[src/rtl/cmp_arb.sv]
// Two-requester round-robin signed comparator, MSB-first, STEP bits per cycle.
// Latency: done N+1 cycles after the acceptance cycle; accepts every N+2 cycles.
// Backpressure: ready only in IDLE for the granted requester; no queuing, valid must hold until ready.
module cmp_arb #(
    parameter int WIDTH = 32,
    parameter int STEP  = 8
) (
    input  logic             clk,
    input  logic             rst_n,
    input  logic             a_valid,
    input  logic [WIDTH-1:0] a_op_x,
    input  logic [WIDTH-1:0] a_op_y,
    input  logic [2:0]       a_ctrl,
    output logic             a_ready,
    input  logic             b_valid,
    input  logic [WIDTH-1:0] b_op_x,
    input  logic [WIDTH-1:0] b_op_y,
    input  logic [2:0]       b_ctrl,
    output logic             b_ready,
    output logic             busy,
    output logic             done,
    output logic             done_id,
    output logic [31:0]      z
);
    localparam int N  = WIDTH / STEP;
    localparam int CW = (N > 1) ? $clog2(N) : 1;

    typedef enum logic [1:0] {IDLE, CMP, RESP} state_t;

    state_t           state_q, state_d;
    logic [CW-1:0]    cnt_q;
    logic [WIDTH-1:0] x_q, y_q;
    logic [2:0]       ctrl_q;
    logic             id_q, last_b_q, grtr_q, eql_q, cond_q;
    logic             grant_b, accept, last_step;
    logic [STEP-1:0]  xs, ys;
    logic             sl_gt, sl_eq, grtr_d, eql_d;

    // B wins only when A is idle or A was the one served last
    assign grant_b   = b_valid & (~a_valid | ~last_b_q);
    assign a_ready   = (state_q == IDLE) & a_valid & ~grant_b;
    assign b_ready   = (state_q == IDLE) & grant_b;
    assign accept    = a_ready | b_ready;
    assign last_step = (cnt_q == CW'(N - 1));

    // Operands shift left each CMP cycle, so the current slice is always on top
    assign xs = x_q[WIDTH-1 -: STEP];
    assign ys = y_q[WIDTH-1 -: STEP];

    // Flags are overwritten on the first slice, then only while still equal
    always_comb begin
        sl_eq  = (xs == ys);
        sl_gt  = (cnt_q == '0) ? ($signed(xs) > $signed(ys)) : (xs > ys);
        grtr_d = grtr_q;
        eql_d  = eql_q;
        if ((cnt_q == '0) || eql_q) begin
            grtr_d = sl_gt;
            eql_d  = sl_eq;
        end
    end

    function automatic logic decode(input logic [2:0] c, input logic g, input logic e);
        case (c)
            3'b000:  decode = ~g & ~e;
            3'b001:  decode = ~g;
            3'b010:  decode = g;
            3'b011:  decode = g | e;
            3'b100:  decode = e;
            3'b101:  decode = ~e;
            default: decode = 1'b0;
        endcase
    endfunction

    always_comb begin
        state_d = state_q;
        case (state_q)
            IDLE:    if (accept) state_d = CMP;
            CMP:     if (last_step) state_d = RESP;
            RESP:    state_d = IDLE;
            default: state_d = IDLE;
        endcase
    end

    always_ff @(posedge clk or negedge rst_n) begin
        if (!rst_n) begin
            state_q <= IDLE;
        end else begin
            state_q <= state_d;
        end
    end

    always_ff @(posedge clk or negedge rst_n) begin
        if (!rst_n) begin
            cnt_q    <= '0;
            x_q      <= '0;
            y_q      <= '0;
            ctrl_q   <= '0;
            id_q     <= 1'b0;
            last_b_q <= 1'b1;
            grtr_q   <= 1'b0;
            eql_q    <= 1'b0;
            cond_q   <= 1'b0;
        end else if (accept) begin
            x_q      <= b_ready ? b_op_x : a_op_x;
            y_q      <= b_ready ? b_op_y : a_op_y;
            ctrl_q   <= b_ready ? b_ctrl : a_ctrl;
            id_q     <= b_ready;
            last_b_q <= b_ready;
            cnt_q    <= '0;
        end else if (state_q == CMP) begin
            x_q    <= x_q << STEP;
            y_q    <= y_q << STEP;
            grtr_q <= grtr_d;
            eql_q  <= eql_d;
            if (last_step) begin
                cnt_q  <= '0;
                cond_q <= decode(ctrl_q, grtr_d, eql_d);
            end else begin
                cnt_q <= cnt_q + CW'(1);
            end
        end
    end

    assign busy    = (state_q != IDLE);
    assign done    = (state_q == RESP);
    assign done_id = id_q;
    assign z       = {31'b0, cond_q};
endmodule
[config.mk]
export PLATFORM = sky130hd
export DESIGN_NAME = cmp_arb
export DESIGN_NICKNAME = d
export VERILOG_FILES = /design/src/rtl/cmp_arb.sv
export SDC_FILE = /design/constraint.sdc
export NUM_CORES = 1
export LEC_CHECK = 0
export CAP_MARGIN = 20
export CORE_AREA = 4 4 99 119
export CTS_CLUSTER_DIAMETER = 60
export CTS_CLUSTER_SIZE = 28
export DETAILED_ROUTE_END_ITERATION = 7
export DIE_AREA = 0 0 103 123
export HOLD_SLACK_MARGIN = 0.02
export PLACE_DENSITY_LB_ADDON = 0.2
export RECOVER_POWER = 100
export SKIP_CTS_REPAIR_TIMING = 1
export SLEW_MARGIN = 30
export SYNTH_ARGS = -nofsm -noshare
export SYNTH_HDL_FRONTEND = slang
export SYNTH_SLANG_ARGS = --single-unit
[constraint.sdc]
create_clock -name clk -period 2.5 [get_ports clk]
set_clock_uncertainty 0.05 [all_clocks]
set_input_delay 0.25 -clock clk [delete_from_list [all_inputs] [get_ports clk]]
set_output_delay 0.25 -clock clk [all_outputs]
set_load 0.005 [all_outputs]
# After elaboration in Yosys (flattened, before gate mapping)
# Index checks and enable logic that the tools add are counted.
# word_totals
register_bits,76
in_bits,138
output_inout_bits,37
word_cells,64
# classes
add_sub_neg,1
order_cmp,2
n_eq_ne,11
mux,17
bitwise,14
n_reduce_logical,9
# op_table
cell,n
$mux W32,6
$gt A8 B8 Y1,2
$mux W2,5
$eq A8 B8 Y1,1
$eq A3 B2 Y1 const B,2
$eq A3 B3 Y1 const B,2
$not A1 Y1,6
$pmux W1 S6,1
$and A1 B1 Y1,5
$eq A2 B2 Y1 const B,2
$logic_not A2 Y1,2
$ne A2 B2 Y1 const B,2
$pmux W2 S2,1
$reduce_and A2 Y1,2
$reduce_bool A2 Y1,2
$eq A3 B1 Y1 const B,1
$logic_not A3 Y1,1
$mux W1,3
$mux W3,1
$or A1 B1 Y1,3
$reduce_and A3 Y1,1
$add A2 B1 Y2 const B,1
$eq A2 B1 Y1 const B,1
$logic_or A1 B1 Y1,1

# Depth between registers and ports, before layout
# Gate-level depths: netlist of run 1.
# depth
ltp_word,8
depth_mapped,9
mapped_depth_nobuf,8

# Worst setup path after synthesis of run 1
# No wires, ideal clock.
# synth_path
kind,register -> register
startpoint,register cnt_q[0]
endpoint,register cond_q
setup_time_ns,0.142
arrival_time_ns,1.582
required_ns,2.308
slack_ns,0.727
stages_incl_launch_ff,10
path_buffers,1
path_cell_list,dfrtp_1 -> inv_1 -> ha_1 -> or2_2 -> clkbuf_1 -> mux2i_1 -> a21oi_1 -> a21oi_1 -> o21ai_0 -> o211ai_1
# synth_via
elab_chain_cells,6
word_cells_on_any_way,12
# synth_lines
element,line_no,source
start: declaration,31,logic [CW-1:0] cnt_q;
start signal: assignment,119,cnt_q <= cnt_q + CW'(1);
$logic_not A2 Y1,"53, 56",
$mux W1 or $logic_or A1 B1 Y1 (tied branches),"53, 56",
$mux W1,56,if ((cnt_q == '0) || eql_q) begin
$not A1 Y1 (on tied branches),"64, 65, 69",
$and A1 B1 Y1,64,3'b000: decode = ~g & ~e;
$pmux W1 S6,63,case (c)
end signal: assignment,117,"cond_q <= decode(ctrl_q, grtr_d, eql_d);"
end: declaration,34,"logic id_q, last_b_q, grtr_q, eql_q, cond_q;"
# Several ways; a longest one is shown, not always the timed one.
# A chain may end at the register's enable or synchronous reset.

# Final worst setup path of run 1
# layout_path
startpoint,register state_q[0]
endpoint,output a_ready
# layout_via
elab_chain_cells,3
# layout_lines
element,line_no,source
start: declaration,30,"state_t state_q, state_d;"
start signal: assignment,88,state_q <= state_d;
$logic_not A2 Y1,41,assign a_ready = (state_q == IDLE) & a_valid & ~grant_b;
$and A1 B1 Y1 (2 in a row),41,
end: declaration,14,"output logic a_ready,"
# Every way passes these cells.

==> results_dict.tcl, run 1 <==
set metrics [dict create \
    first_pass_iters 5 \
    clock-root-buffer "clkbuf_16" \
    final_cell_area_mm2 0.006274 \
    grt_antenna_before_repair 0 \
    area_growth_syn_to_layout_pct 33.56 \
    grt_start_max_net_pins 104 \
    clkTransAtPathRegs_ns 0.06 \
    p_leak_nw 2.589 \
    num_vias 4476 \
    dieArea_mm2 0.01267 \
    wl_um 12980 \
    worstSkewPairLatency_ns 0.33 \
    nNetsFinal 868 \
    grt_first_pass_wirelength_um 20170 \
    hpwl_um 9513 \
    track_usage_pct 20.36 \
    setup-violations-final 0 \
    placed_cell_area_mm2 0.006028 \
    postRouteAntennaNets 0 \
    rsz0062_at_grt "no" \
    utilization_pct 59.37 \
    mostFrequentLayoutCell "nand2_1" \
    critPathMaxFanout 32 \
    slew_headroom_pct 9.725 \
    die_w_um 103 \
    final_cell_mix "162 x nand2_1, 137 x clkdlybuf4s50_1, 106 x a21oi_1" \
    p_per_area_mw_per_mm2 1013 \
    netlist_area_mm2 0.004697 \
    drv_cap 0 \
    setup_ws_ns 0.1849 \
    max_freq_mhz 431.9 \
    drcViolationCount 0 \
    crit_required_ns 2.20 \
    io_buffers 143 \
    rows 41 \
    synthFlopType "dfrtp_1" \
    worstSetupEndpointType "primary output" \
    hold_class "in -> reg" \
    synth-seq-area-share_pct 40.52 \
    arrival_ns 2.02 \
    cts_buffers 9 \
    yosysTopAreaCellShare_pct 39.96 \
    start_util_pct 44.45 \
    drv_slew 0 \
    via_per_inst 5.241 \
    gp_congestion 0.8327 \
    ys_warn_count 0 \
    diodes 0 \
    fp.dieH_um 123 \
    synth-seq-cells 76 \
    grt_pass1_vias 4287 \
    wl_per_cell_um 15.20 \
    yosys.area.top_type "dfrtp_1" \
    synth_edf_count 0 \
    status "complete, no violations" \
    cts_tree "yes" \
    core-area_mm2 0.01057 \
    tns_ns 0 \
    netlist_top_cells_area "dfrtp_1 40%, nand2_1 12%, a21oi_1 11%" \
    layout-drive-gt1-share_pct 7.172 \
    cts.sinks 76 \
    hold_viol_final 0 \
    clock_path_buffers 2 \
    period_share_pct 92.60 \
    postSynthCellCount 603 \
    min_period_ns 2.315 \
    irDropWorstVdd_mv 0.6242 \
    synthArstFlopShare_pct 100.0 \
    worst_slew_pin_slew_ns 1.354 \
    critPathKind "reg -> out" \
    startpoint_type "register" \
    syn_avg_cell_area_um2 7.789 \
    h-tree-depth 3 \
    io_pins 175 \
    drt_first_iter_violations 280 \
    place_ws_ns 0.3356 \
    yosysUniqueCellTypes 41 \
    gr-total-overflow 0 \
]
[metal layers]
metal / global-route usage [%] / part of all wire, % / vias up / wire length [µm]
met1: 26.15 / 42 / 2068 / 5429
met2: 32.38 / 49 / 162 / 6327
li1: - / - / 2210 / -
met5: 0 / 0 / - / 0
met4: 11.58 / 3.8 / 0 / 488
met3: 3.160 / 5.7 / 36 / 739
[synth_stat cells (2+ instances only)]
| master | instances |
|---|---|
| clkbuf_1 | 19 |
| nand2_1 | 154 |
| nand3_1 | 17 |
| a31oi_2 | 16 |
| nand2_2 | 17 |
| o211ai_1 | 3 |
| buf_8 | 2 |
| nor3_1 | 6 |
| ha_1 | 10 |
| nor2b_1 | 3 |
| nand2b_1 | 2 |
| buf_4 | 34 |
| inv_1 | 13 |
| o22ai_1 | 3 |
| nor2_1 | 23 |
| o21ai_0 | 56 |
| a21o_1 | 2 |
| nand4_1 | 2 |
| buf_2 | 19 |
| nand3b_1 | 2 |
| dfrtp_1 | 75 |
| a21oi_1 | 106 |
[per-stage QoR]
step / instances / hold WS, ns / power (mW)
2_1_floorplan: 633 / -0.09559 / 4.381
3_3_place_gp: 837 / 0.2881 / 5.078
3_5_place_dp: 837 / 0.2881 / 5.205
4_1_cts: 853 / -0.06802 / 6.451
5_1_grt: 854 / 0.4290 / 6.939
6_report: 854 / 0.4241 / 6.357
[critical path: stages (launching register included)]
cell             delay [ns]
dfrtp_1                0.44
nor2_4                 0.16
nand2_2                0.12
a21o_1                 0.24
inv_8                  0.19
clkdlybuf4s50_1        0.54
[layout make-up]
type | instances | area, µm²
fill | 971 | 4294
multi-input combinational | 465 | 2327
sequential | 76 | 1903
timing repair buffer | 153 | 1535
clock buffer | 15 | 277.8
tap | 129 | 161.4
inverter | 15 | 63.81
clock inverter | 1 | 5.005
[cell families (layout without fill, tap and decap cells)]
| kind of cell | Yosys count | count (layout) | synth area share (%) |
|---|---|---|---|
| compound gates | 192 | 192 | 23.79 |
| fa+ha+maj | 10 | 10 | 2.664 |
| buf+inv | 92 | 184 | 11.72 |
| flops | 76 | 76 | 40.52 |
| mux | 1 | 1 | 0.2131 |
| other cells | 1 | 31 | 0.07984 |
| simple gates | 231 | 231 | 21.02 |
[worst paths after layout]
check / startpoint / end / slack [ns] / cells after the start
max in group asynchronous: rst_n / y_q[11] / 0.87 / 2
setup / recovery: state_q[0] / a_ready / 0.18 / 5
hold / removal: b_op_x[25] / x_q[25] / 0.42 / 3
min in group asynchronous: rst_n / x_q[20] / 0.72 / 2
setup reg to reg: state_q[0] / x_q[22] / 0.45 / 6
hold reg to reg: last_b_q / last_b_q / 0.46 / 2
[sequential cells by signal, summed over array words and instances, names as in the netlist]
| register | cells |
|---|---|
| y_q | 32 |
| done_id | 1 |
| x_q | 32 |
| cond_q | 1 |
| grtr_q | 1 |
| cnt_q | 2 |
| eql_q | 1 |
| state_q | 2 |
| ctrl_q | 3 |
| last_b_q | 1 |
[where the power goes]
part           switching (mW)  total, mW  internal (mW)
Combinational            1.76       3.02           1.26
Sequential              0.348       2.12           1.77
Clock                   0.468       1.22          0.753
Total                    2.58       6.36           3.78
No activity file was read; power rests on OpenSTA's default activity.
==> run 2: changes to the inputs <==
SETUP_SLACK_MARGIN = 0.02   (was not set)
==> results of run 2 <==
The final DEF is identical to that of run 1; final timing and power are the same.
==> patch (flow settings as in run 2) <==
Change the parameter `STEP` from 8 to 16.
--- a/src/rtl/cmp_arb.sv
+++ b/src/rtl/cmp_arb.sv
@@ -5,3 +5,3 @@
     parameter int WIDTH = 32,
-    parameter int STEP  = 8
+    parameter int STEP  = 16
 ) (
Check against the original RTL: not equivalent (a bounded check fails within 4 cycles, from zero or initial values and one cycle with rst_n low).
==> patch against run 2 <==
  * The run now ends with capacitance limit, slew limit left
  * Setup slack got worse by 61 ps
  * Cell count decreased by 3.6%
  * Routed wire length increased by 4.3%
  * Via count decreased by 4.5%
  * Sequential cell count decreased by 1
  * Combinational power increased by 18%
  * Power increased by 11%
  * Area after synthesis decreased by 5.8%
  * Count of clock-buffer cells in the layout decreased by 5
  * Register-to-register slack got worse by 330 ps
  * Final area decreased by 2.0%
  * Maximum frequency decreased by 2.6%
  * Critical path type is now reg -> reg
  * Critical endpoint is now cond_q$_DFFE_PN0P_
  * Largest cell class unchanged
==> patch: results (changes against run 2) <==
metric;value;unit;change
status;complete, but fails checks;;
failed_checks;capacitance limit, slew limit;;
synthAdderAreaFrac;4.524;%;+1.9 points
routedWlPerCell;16.45;um;+8.2%
gr-usage-met2;38.16;%;+5.8 points
place_hpwl;10520;um;+11%
grt_pass1_vias;4316;;+0.68%
grt_util_met3;3.273;%;+0.11 points
p_switching;2.982;mW;+16%
drive_above_1_share;5.043;%;-2.1 points
grt_max_degree;76;;-27%
wl_met1;5251;um;-3.3%
cp_max_fo;3;;-91%
drtIter0Drc;258;;-7.9%
max_stage_delay;400;ps;-140 ps
synthMuxAreaShare;0;%;-0.21 points
dr_wl_met3;836;um;+13%
p_leak;2.662;nW;+2.8%
slew_viol_final;76;;+76
grtUsageMet1;26.78;%;+0.64 points
arrival;2540;ps;+520 ps
synth_xor_xnor_area_share;0.3958;%;+0.40 points
slew_headroom;-12.43;%;-22 points
cap_violations;1;;+1
grt.total_usage;22.09;%;+1.7 points
first_pass_iters;4;;-1
[patch: changes by cell type in the layout (fill, tap and decap cells not counted), sizes merged, moves of 14 or more]
cell / delta
nor2: +15
nand2: -46
o211ai: +16
nand3: +34
o21ai: +14
a21oi: -98
a31oi: +15
[patch: cell type report]
cell class	count	area (um2)
Clock inverter	6	65.06
Fill cell	975	4420
Multi-Input combinational cell	426	2187
Inverter	21	78.83
Timing Repair Buffer	156	1538
Clock buffer	10	239.0
Sequential cell	75	1878
Tap cell	129	161.4
[patch: final timing paths]
check                           slack [ps]                 from  cells past startpoint                  end
min in group asynchronous              850                rst_n                      2  y_q[18]$_DFFE_PN0P_
worst min-delay path                   420           a_op_y[14]                      3  y_q[14]$_DFFE_PN0P_
worst min register to register         430  done_id$_DFFE_PN0N_                      2  done_id$_DFFE_PN0N_
max in group asynchronous              540                rst_n                      2  y_q[12]$_DFFE_PN0P_
worst max register to register         120  x_q[27]$_DFFE_PN0P_                      7   cond_q$_DFFE_PN0P_
worst max-delay path                   120  x_q[27]$_DFFE_PN0P_                      7   cond_q$_DFFE_PN0P_
[patch: worst max-delay path: cells and delay by family (launching register included)]
kind | cells | cell delay [ps]
XOR/XNOR | 1 | 140
AND/OR/NAND/NOR | 3 | 960
flip-flops | 1 | 380
adder cells (fa/ha/maj) | 1 | 330
AO/OA/AOI/OAI | 2 | 390
[patch: cell families after synthesis]
logic type | count (synthesis)
xor gates and xnor gates | 2
buffers and inverters | 93
AOI/OAI and AO/OA | 138
DFF | 75
and+or+nand+nor | 239
adders and majority gates | 16
other | 1
[patch: through the flow]
stage / std cells / setup WS (ps)
after CTS: 822 / 70.69
after global placement: 806 / 163.8
final: 823 / 123.6
after detailed placement: 806 / 81.75
after global routing: 823 / 25.35
after floorplan: 594 / 182.2
